<file path="src/rtl/hls_sobel_deadlock_report_ctrl.sv">
// Deadlock report controller for the Sobel AXI-stream top.
// Confirms a sustained monitor block flag, snapshots the idle/block vectors
// with the onset timestamp, hands one report to a valid/ready consumer and
// then holds a sticky deadlock flag until cleared.
module hls_sobel_deadlock_report_ctrl #(
  parameter int NUM_PROC       = 7,
  parameter int NUM_AXIS       = 4,
  parameter int CONFIRM_CYCLES = 256,
  parameter int STAMP_W        = 32
) (
  input  logic                                    clock,
  input  logic                                    reset,
  input  logic                                    enable,
  input  logic                                    clear,
  input  logic                                    block_in,
  input  logic [2*NUM_PROC-1:0]                   inst_idle_sigs,
  input  logic [NUM_PROC-1:0]                     inst_block_sigs,
  input  logic [NUM_AXIS-1:0]                     axis_block_sigs,
  output logic                                    report_valid,
  input  logic                                    report_ready,
  output logic [STAMP_W+NUM_AXIS+3*NUM_PROC-1:0]  report_data,
  output logic                                    deadlock_detected,
  output logic [7:0]                              deadlock_count,
  output logic [2:0]                              state_dbg
);

  localparam int          DATA_W   = STAMP_W + NUM_AXIS + 3*NUM_PROC;
  localparam logic [15:0] CNT_LAST = 16'(CONFIRM_CYCLES - 1);

  typedef enum logic [2:0] {
    S_IDLE    = 3'd0,
    S_MONITOR = 3'd1,
    S_CONFIRM = 3'd2,
    S_REPORT  = 3'd3,
    S_LATCHED = 3'd4
  } state_t;

  state_t              state_q, state_d;
  logic [15:0]         cnt_q, cnt_d;
  logic [STAMP_W-1:0]  stamp_q, stamp_d;
  logic [STAMP_W-1:0]  onset_q, onset_d;
  logic                report_valid_q, report_valid_d;
  logic [DATA_W-1:0]   report_data_q, report_data_d;
  logic                detected_q, detected_d;
  logic [7:0]          count_q, count_d;

  // Next-state logic: clear overrides every transition, otherwise walk the FSM.
  always_comb begin
    state_d        = state_q;
    cnt_d          = cnt_q;
    stamp_d        = stamp_q + {{(STAMP_W-1){1'b0}}, 1'b1};
    onset_d        = onset_q;
    report_valid_d = report_valid_q;
    report_data_d  = report_data_q;
    detected_d     = detected_q;
    count_d        = count_q;

    if (clear) begin
      // A pending report is dropped; the confirm window restarts next edge at the earliest.
      report_valid_d = 1'b0;
      detected_d     = 1'b0;
      cnt_d          = 16'd0;
      state_d        = enable ? S_MONITOR : S_IDLE;
    end else begin
      unique case (state_q)
        S_IDLE: begin
          if (enable) state_d = S_MONITOR;
        end
        S_MONITOR: begin
          if (!enable) begin
            state_d = S_IDLE;
          end else if (block_in) begin
            state_d = S_CONFIRM;
            cnt_d   = 16'd1;
            onset_d = stamp_q;
          end
        end
        S_CONFIRM: begin
          if (!enable) begin
            state_d = S_IDLE;
            cnt_d   = 16'd0;
          end else if (!block_in) begin
            state_d = S_MONITOR;
            cnt_d   = 16'd0;
          end else if (cnt_q == CNT_LAST) begin
            state_d        = S_REPORT;
            cnt_d          = 16'd0;
            report_data_d  = {onset_q, axis_block_sigs, inst_block_sigs, inst_idle_sigs};
            report_valid_d = 1'b1;
            detected_d     = 1'b1;
            count_d        = (count_q == 8'hFF) ? count_q : count_q + 8'd1;
          end else begin
            cnt_d = cnt_q + 16'd1;
          end
        end
        S_REPORT: begin
          if (report_ready) begin
            report_valid_d = 1'b0;
            state_d        = S_LATCHED;
          end
        end
        S_LATCHED: begin
          state_d = S_LATCHED;
        end
        default: begin
          state_d = S_IDLE;
        end
      endcase
    end
  end

  // State and output registers with synchronous active-high reset.
  always_ff @(posedge clock) begin
    if (reset) begin
      state_q        <= S_IDLE;
      cnt_q          <= 16'd0;
      stamp_q        <= '0;
      onset_q        <= '0;
      report_valid_q <= 1'b0;
      report_data_q  <= '0;
      detected_q     <= 1'b0;
      count_q        <= 8'd0;
    end else begin
      state_q        <= state_d;
      cnt_q          <= cnt_d;
      stamp_q        <= stamp_d;
      onset_q        <= onset_d;
      report_valid_q <= report_valid_d;
      report_data_q  <= report_data_d;
      detected_q     <= detected_d;
      count_q        <= count_d;
    end
  end

  assign report_valid      = report_valid_q;
  assign report_data       = report_data_q;
  assign deadlock_detected = detected_q;
  assign deadlock_count    = count_q;
  assign state_dbg         = state_q;

endmodule

</file>
<file path="config.mk">
export PLATFORM = sky130hd
export DESIGN_NAME = hls_sobel_deadlock_report_ctrl
export DESIGN_NICKNAME = d
export VERILOG_FILES = /design/src/rtl/hls_sobel_deadlock_report_ctrl.sv
export SDC_FILE = /design/constraint.sdc
export NUM_CORES = 1
export LEC_CHECK = 0
export CAP_MARGIN = 20
export CORE_UTILIZATION = 40
export DETAILED_ROUTE_END_ITERATION = 6
export SYNTH_ARGS = -nofsm -noshare
export SYNTH_HDL_FRONTEND = slang
export SYNTH_SLANG_ARGS = --single-unit
</file>
<file path="constraint.sdc">
create_clock -name clock -period 3.1 [get_ports clock]
set_clock_uncertainty 0.2 [all_clocks]
set_input_delay 0.465 -clock clock [delete_from_list [all_inputs] [get_ports clock]]
set_output_delay 0.465 -clock clock [all_outputs]
set_load 0.01 [all_outputs]
</file>
==> results.txt <==
- The run finished with clean final reports.
- CP Max Fanout: 11
- Summed over all layers, the global routing overflow is 0.
- Detailed-route via count: 5,019
- Timing would allow up to 391 MHz.
* Main combinational cell family by area after synthesis: simple AND/OR/NAND/NOR gates
- Measured along the y axis, the die boundary spans 123 um.
- In this run the critical register-to-register path is captured at deadlock_count[4].
- Flip-flop cell with the highest count after synthesis: sky130_fd_sc_hd__dfxtp_1
* Number of buffers between clock root and the deepest sink: 2
* Overall routed net length: between 10,000 and 15,000 um
- Instance count of the mapped netlist: just over 700
* Adder-Cell Fraction of Synth Area: 0.638%
- MaxCap Viol Count: 0
- Number of hold buffers added after cts: 0
- Yosys mapped the design onto 47 distinct sky130hd cell types.
- After detailed routing, the number of vias per cell comes to 5.00.
* Port Buffer Count: 100
- R2r startpoint: state_dbg[1]
- Across the VDD grid, the largest voltage drop is 0.352 mV.
- TritonCTS clock tree: done
* Final count of hold timing violations: 0
- After synthesis, the share of cell area in mux cells is 0.170%.
- FFs w/ async S/R, synth: 0%
- For this design the ratio of total power to cell area is 539 nW/um^2.
* Cell count of the worst reg-to-reg path: 5
- The max-slew violation total from the final report was 0.
- The cell family contributing the most delay on the critical path is simple AND/OR/NAND/NOR gates.
- The worst setup path is launched from a register.
- Basic-gate share of the synthesized area counting and, or, nand and nor cells: 27.3%
- The die covers 15,200 um^2.
- Critical path's slowest cell: sky130_fd_sc_hd__or4_4
* Mean routed wirelength per cell: 13.1 um
* Number of synthesized flops with an enable pin: 0
- H-tree levels: 4
- The tightest min-delay check is of the in -> reg type.
- The number of nets handed over by synthesis was 761.
- Drt first-iter violations: between 200 and 300
- Share of the synthesized area in compound gates (AO/OA/AOI/OAI): 12.5%
- Die X: 123 um
* Cells resized by post-CTS repair: 0
- Slew @ Worst Pin: about 0.61 ns
* Clock buffers created by TritonCTS: 17
- In this run the tightest slew margin relative to its limit is 59.2%.
* Minimum hold slack: 0.175 ns
* Largest net degree at the start of global routing: ~130
* I/O pin total: 101
* Area fraction of the dominant cell type after synthesis: between 50 and 60%
- Setup repair after global routing left no endpoint under its margin.
- Global-route usage over all layers: 18.3%
* Warning count from the yosys run: 0
* HPWL Detailed: approximately 8700 um
- Counting both buffers and inverters, the worst setup path holds a total of 0.
- The path with the worst hold slack has its endpoint at report_valid.
- Final setup TNS: 0 ns
- Number of sinks handled by clock tree synthesis: 150
- Clock slew at the register clock pins of the worst setup and hold paths: around 0.060 ns
- Traced cell by cell, the critical path runs through nor3b_4 -> nand3_2 -> or4_4 -> or4_1 -> a21oi_1.
* Synth-to-Final Area Change: 29.4%
- DRC: 0
- Number of setup violations in the final report: 0
- sky130_fd_sc_hd__dfxtp_1 takes more of the synthesized area than any other cell.
- Sequential elements use between 50 and 60% of the synthesized area.
* Core Rows: 43
- The number of setup buffers added after CTS is 0.
- The worst setup path is captured at a register.
* Flip-flop and latch count after synthesis: 150
- Reg-to-reg slack, setup: around 0.54 ns
- A synthesized cell averages about 8.1 um^2.
- The cell area that synthesis handed to floorplanning was 5890 um^2.
- Number of antenna violations at the first check in global routing: 0
* Lkg Pwr: 2.46 nW
- Dividing the final minimum period by the clock period gives 82.6%.
- Crit path kind: reg -> reg
- In this run the most critical hold path is launched from reset.
- Global-route wire length before repair: 21,800 um
- For the worst setup path, the data required time is 3.24 ns.
- For this run, the detailed router's first-pass iteration total came to 4.
- The post-route netlist has 5.83% of its cells at a drive strength greater than 1.
* Hold Crit Depth: 3
* Area of the core region: around 14,000 um^2
- Routability Congestion: between 0.8 and 0.9
- The largest single stage delay on the critical path is 0.58 ns.
- For this configuration, the core starts out at a cell density of 41.8%.
- The tree is rooted in a sky130_fd_sc_hd__clkbuf_16.
- The repair_antennas step left the layout with diodes totalling 0.
- The number of global-route vias before repair came to 4,668.
- Clock latency reported for the late side of the worst-skew pair: between 0.4 and 0.5 ns
* Parity-gate share of the synthesized area counting xor and xnor cells: 4.91%
* Antenna-violating nets left: 0
- Most area-consuming cells after synthesis: sky130_fd_sc_hd__dfxtp_1 51%, sky130_fd_sc_hd__nand2_1 13%, sky130_fd_sc_hd__a21oi_1 9.5%
* Arrival time worst endpoint: 2.70 ns
- Minimum clock period after layout: about 2.6 ns
- In the final design database the tool counted 846 nets.
==> final cells by class <==
class / instances / area (um^2)
clock buffer: 22 / 464
timing repair buffer: 110 / 1090
multi-input combinational: 528 / 2690
clock inverter: 9 / 126
sequential: 150 / 3000
inverter: 5 / 18.8
fill: 1305 / 6480
tap: 180 / 225
==> how the worst max path moves through the flow <==
stage / to / cells after the start / slack, ns / startpoint
finish: deadlock_count[4] / 5 / 0.54 / state_dbg[1]
global route: cnt_q[10] / 7 / 0.34 / cnt_q[0]
CTS: deadlock_count[4] / 5 / 0.54 / state_dbg[1]
detailed placement: deadlock_count[4] / 5 / 0.31 / enable
global placement: deadlock_count[4] / 5 / 0.36 / enable
floorplan: deadlock_count[4] / 8 / 0.65 / cnt_q[0]
==> power breakdown <==
part / internal, W / leakage [nW] / total (W) / switching, W
Combinational: 0.0000488 / 0.964 / 0.000105 / 0.0000558
Clock: 0.00130 / 0.290 / 0.00206 / 0.000760
Sequential: 0.00193 / 1.21 / 0.00194 / 0.00000797
Total: 0.00328 / 2.46 / 0.00410 / 0.000823
==> cell usage after synthesis, drive strengths merged (7+ instances only) <==
| cell | number |
|---|---|
| dfxtp | 150 |
| nor3 | 14 |
| and4 | 7 |
| nand2 | 201 |
| or3 | 12 |
| a21oi | 112 |
| nor2 | 51 |
| and3 | 9 |
| xnor2 | 19 |
| clkbuf | 39 |
| nand3 | 21 |
| xor2 | 14 |
| o21ai | 12 |
| nand4 | 10 |
==> flip-flops by register name, indices dropped and copies added, names as in the netlist <==
register           count
state_dbg              3
onset_q               32
report_data           57
deadlock_detected      1
deadlock_count         8
stamp_q               32
report_valid           1
cnt_q                 16
==> routing by layer <==
layer | GRT usage, % | routed length (um) | vias up | part of all wire [%]
met3 | 5.58 | 533 | 15 | 4.0
met4 | 7.53 | 197 | 0 | 1.5
li1 | - | - | 2626 | -
met2 | 28.3 | 5920 | 86 | 45
met1 | 23.7 | 6540 | 2292 | 50
met5 | 0 | 0 | - | 0
==> cells by family after synthesis <==
logic type | Yosys count
xor+xnor | 33
buf+inv | 49
compound gates | 139
fa+ha+maj | 3
mux | 1
flops | 150
simple gates | 352
==> worst register-to-register path: stages, from the launching register on <==
cell and delay, ns:
sky130_fd_sc_hd__dfxtp_1 0.53, sky130_fd_sc_hd__nor3b_4 0.32, sky130_fd_sc_hd__nand3_2 0.20, sky130_fd_sc_hd__or4_4 0.58
sky130_fd_sc_hd__or4_1 0.51, sky130_fd_sc_hd__a21oi_1 0.15
==> layout by cell type, fill, tap and decap left out, types with 2 or more instances in the layout <==
cell type                         netlist  final
sky130_fd_sc_hd__nand2b_1               3      3
sky130_fd_sc_hd__nor3_1                14     13
sky130_fd_sc_hd__a2111oi_0              2      2
sky130_fd_sc_hd__nor4_1                 5      5
sky130_fd_sc_hd__a311oi_1               2      2
sky130_fd_sc_hd__and4_1                 7      7
sky130_fd_sc_hd__a21oi_1              112    112
sky130_fd_sc_hd__buf_4                  1     10
sky130_fd_sc_hd__nand2_1              201    201
sky130_fd_sc_hd__xor2_1                14     14
sky130_fd_sc_hd__nand3b_1               3      3
sky130_fd_sc_hd__bufinv_16              0      3
sky130_fd_sc_hd__ha_1                   3      3
sky130_fd_sc_hd__clkbuf_8               0      2
sky130_fd_sc_hd__nor2_1                51     51
sky130_fd_sc_hd__o21ai_0               11     11
sky130_fd_sc_hd__clkbuf_1              39      3
sky130_fd_sc_hd__nand4_1               10     10
sky130_fd_sc_hd__a31oi_1                4      4
sky130_fd_sc_hd__nand4b_1               3      3
sky130_fd_sc_hd__inv_1                  5      5
sky130_fd_sc_hd__xnor2_1               19     19
sky130_fd_sc_hd__nand3_1               20     20
sky130_fd_sc_hd__clkdlybuf4s50_1        0     99
sky130_fd_sc_hd__nor2b_1                4      4
sky130_fd_sc_hd__and3_1                 9      9
sky130_fd_sc_hd__clkbuf_16              0     17
sky130_fd_sc_hd__clkinv_2               0      4
sky130_fd_sc_hd__dfxtp_1              150    150
sky130_fd_sc_hd__or3_1                 12     12
==> stage by stage <==
stage               utilization [%]  std cells  setup slack (ns)  power [W]  cell area, um^2
detailed placement             49.8        973             0.313    0.00209             7030
CTS                            54.0       1004             0.543    0.00416             7620
finish                         54.0       1004             0.540    0.00410             7620
global placement               49.8        973             0.360    0.00209             7030
floorplan                         -        727             0.651    0.00203             5890
global route                   54.0       1004             0.339    0.00425             7620
No activity file was read; power rests on OpenSTA's default activity.
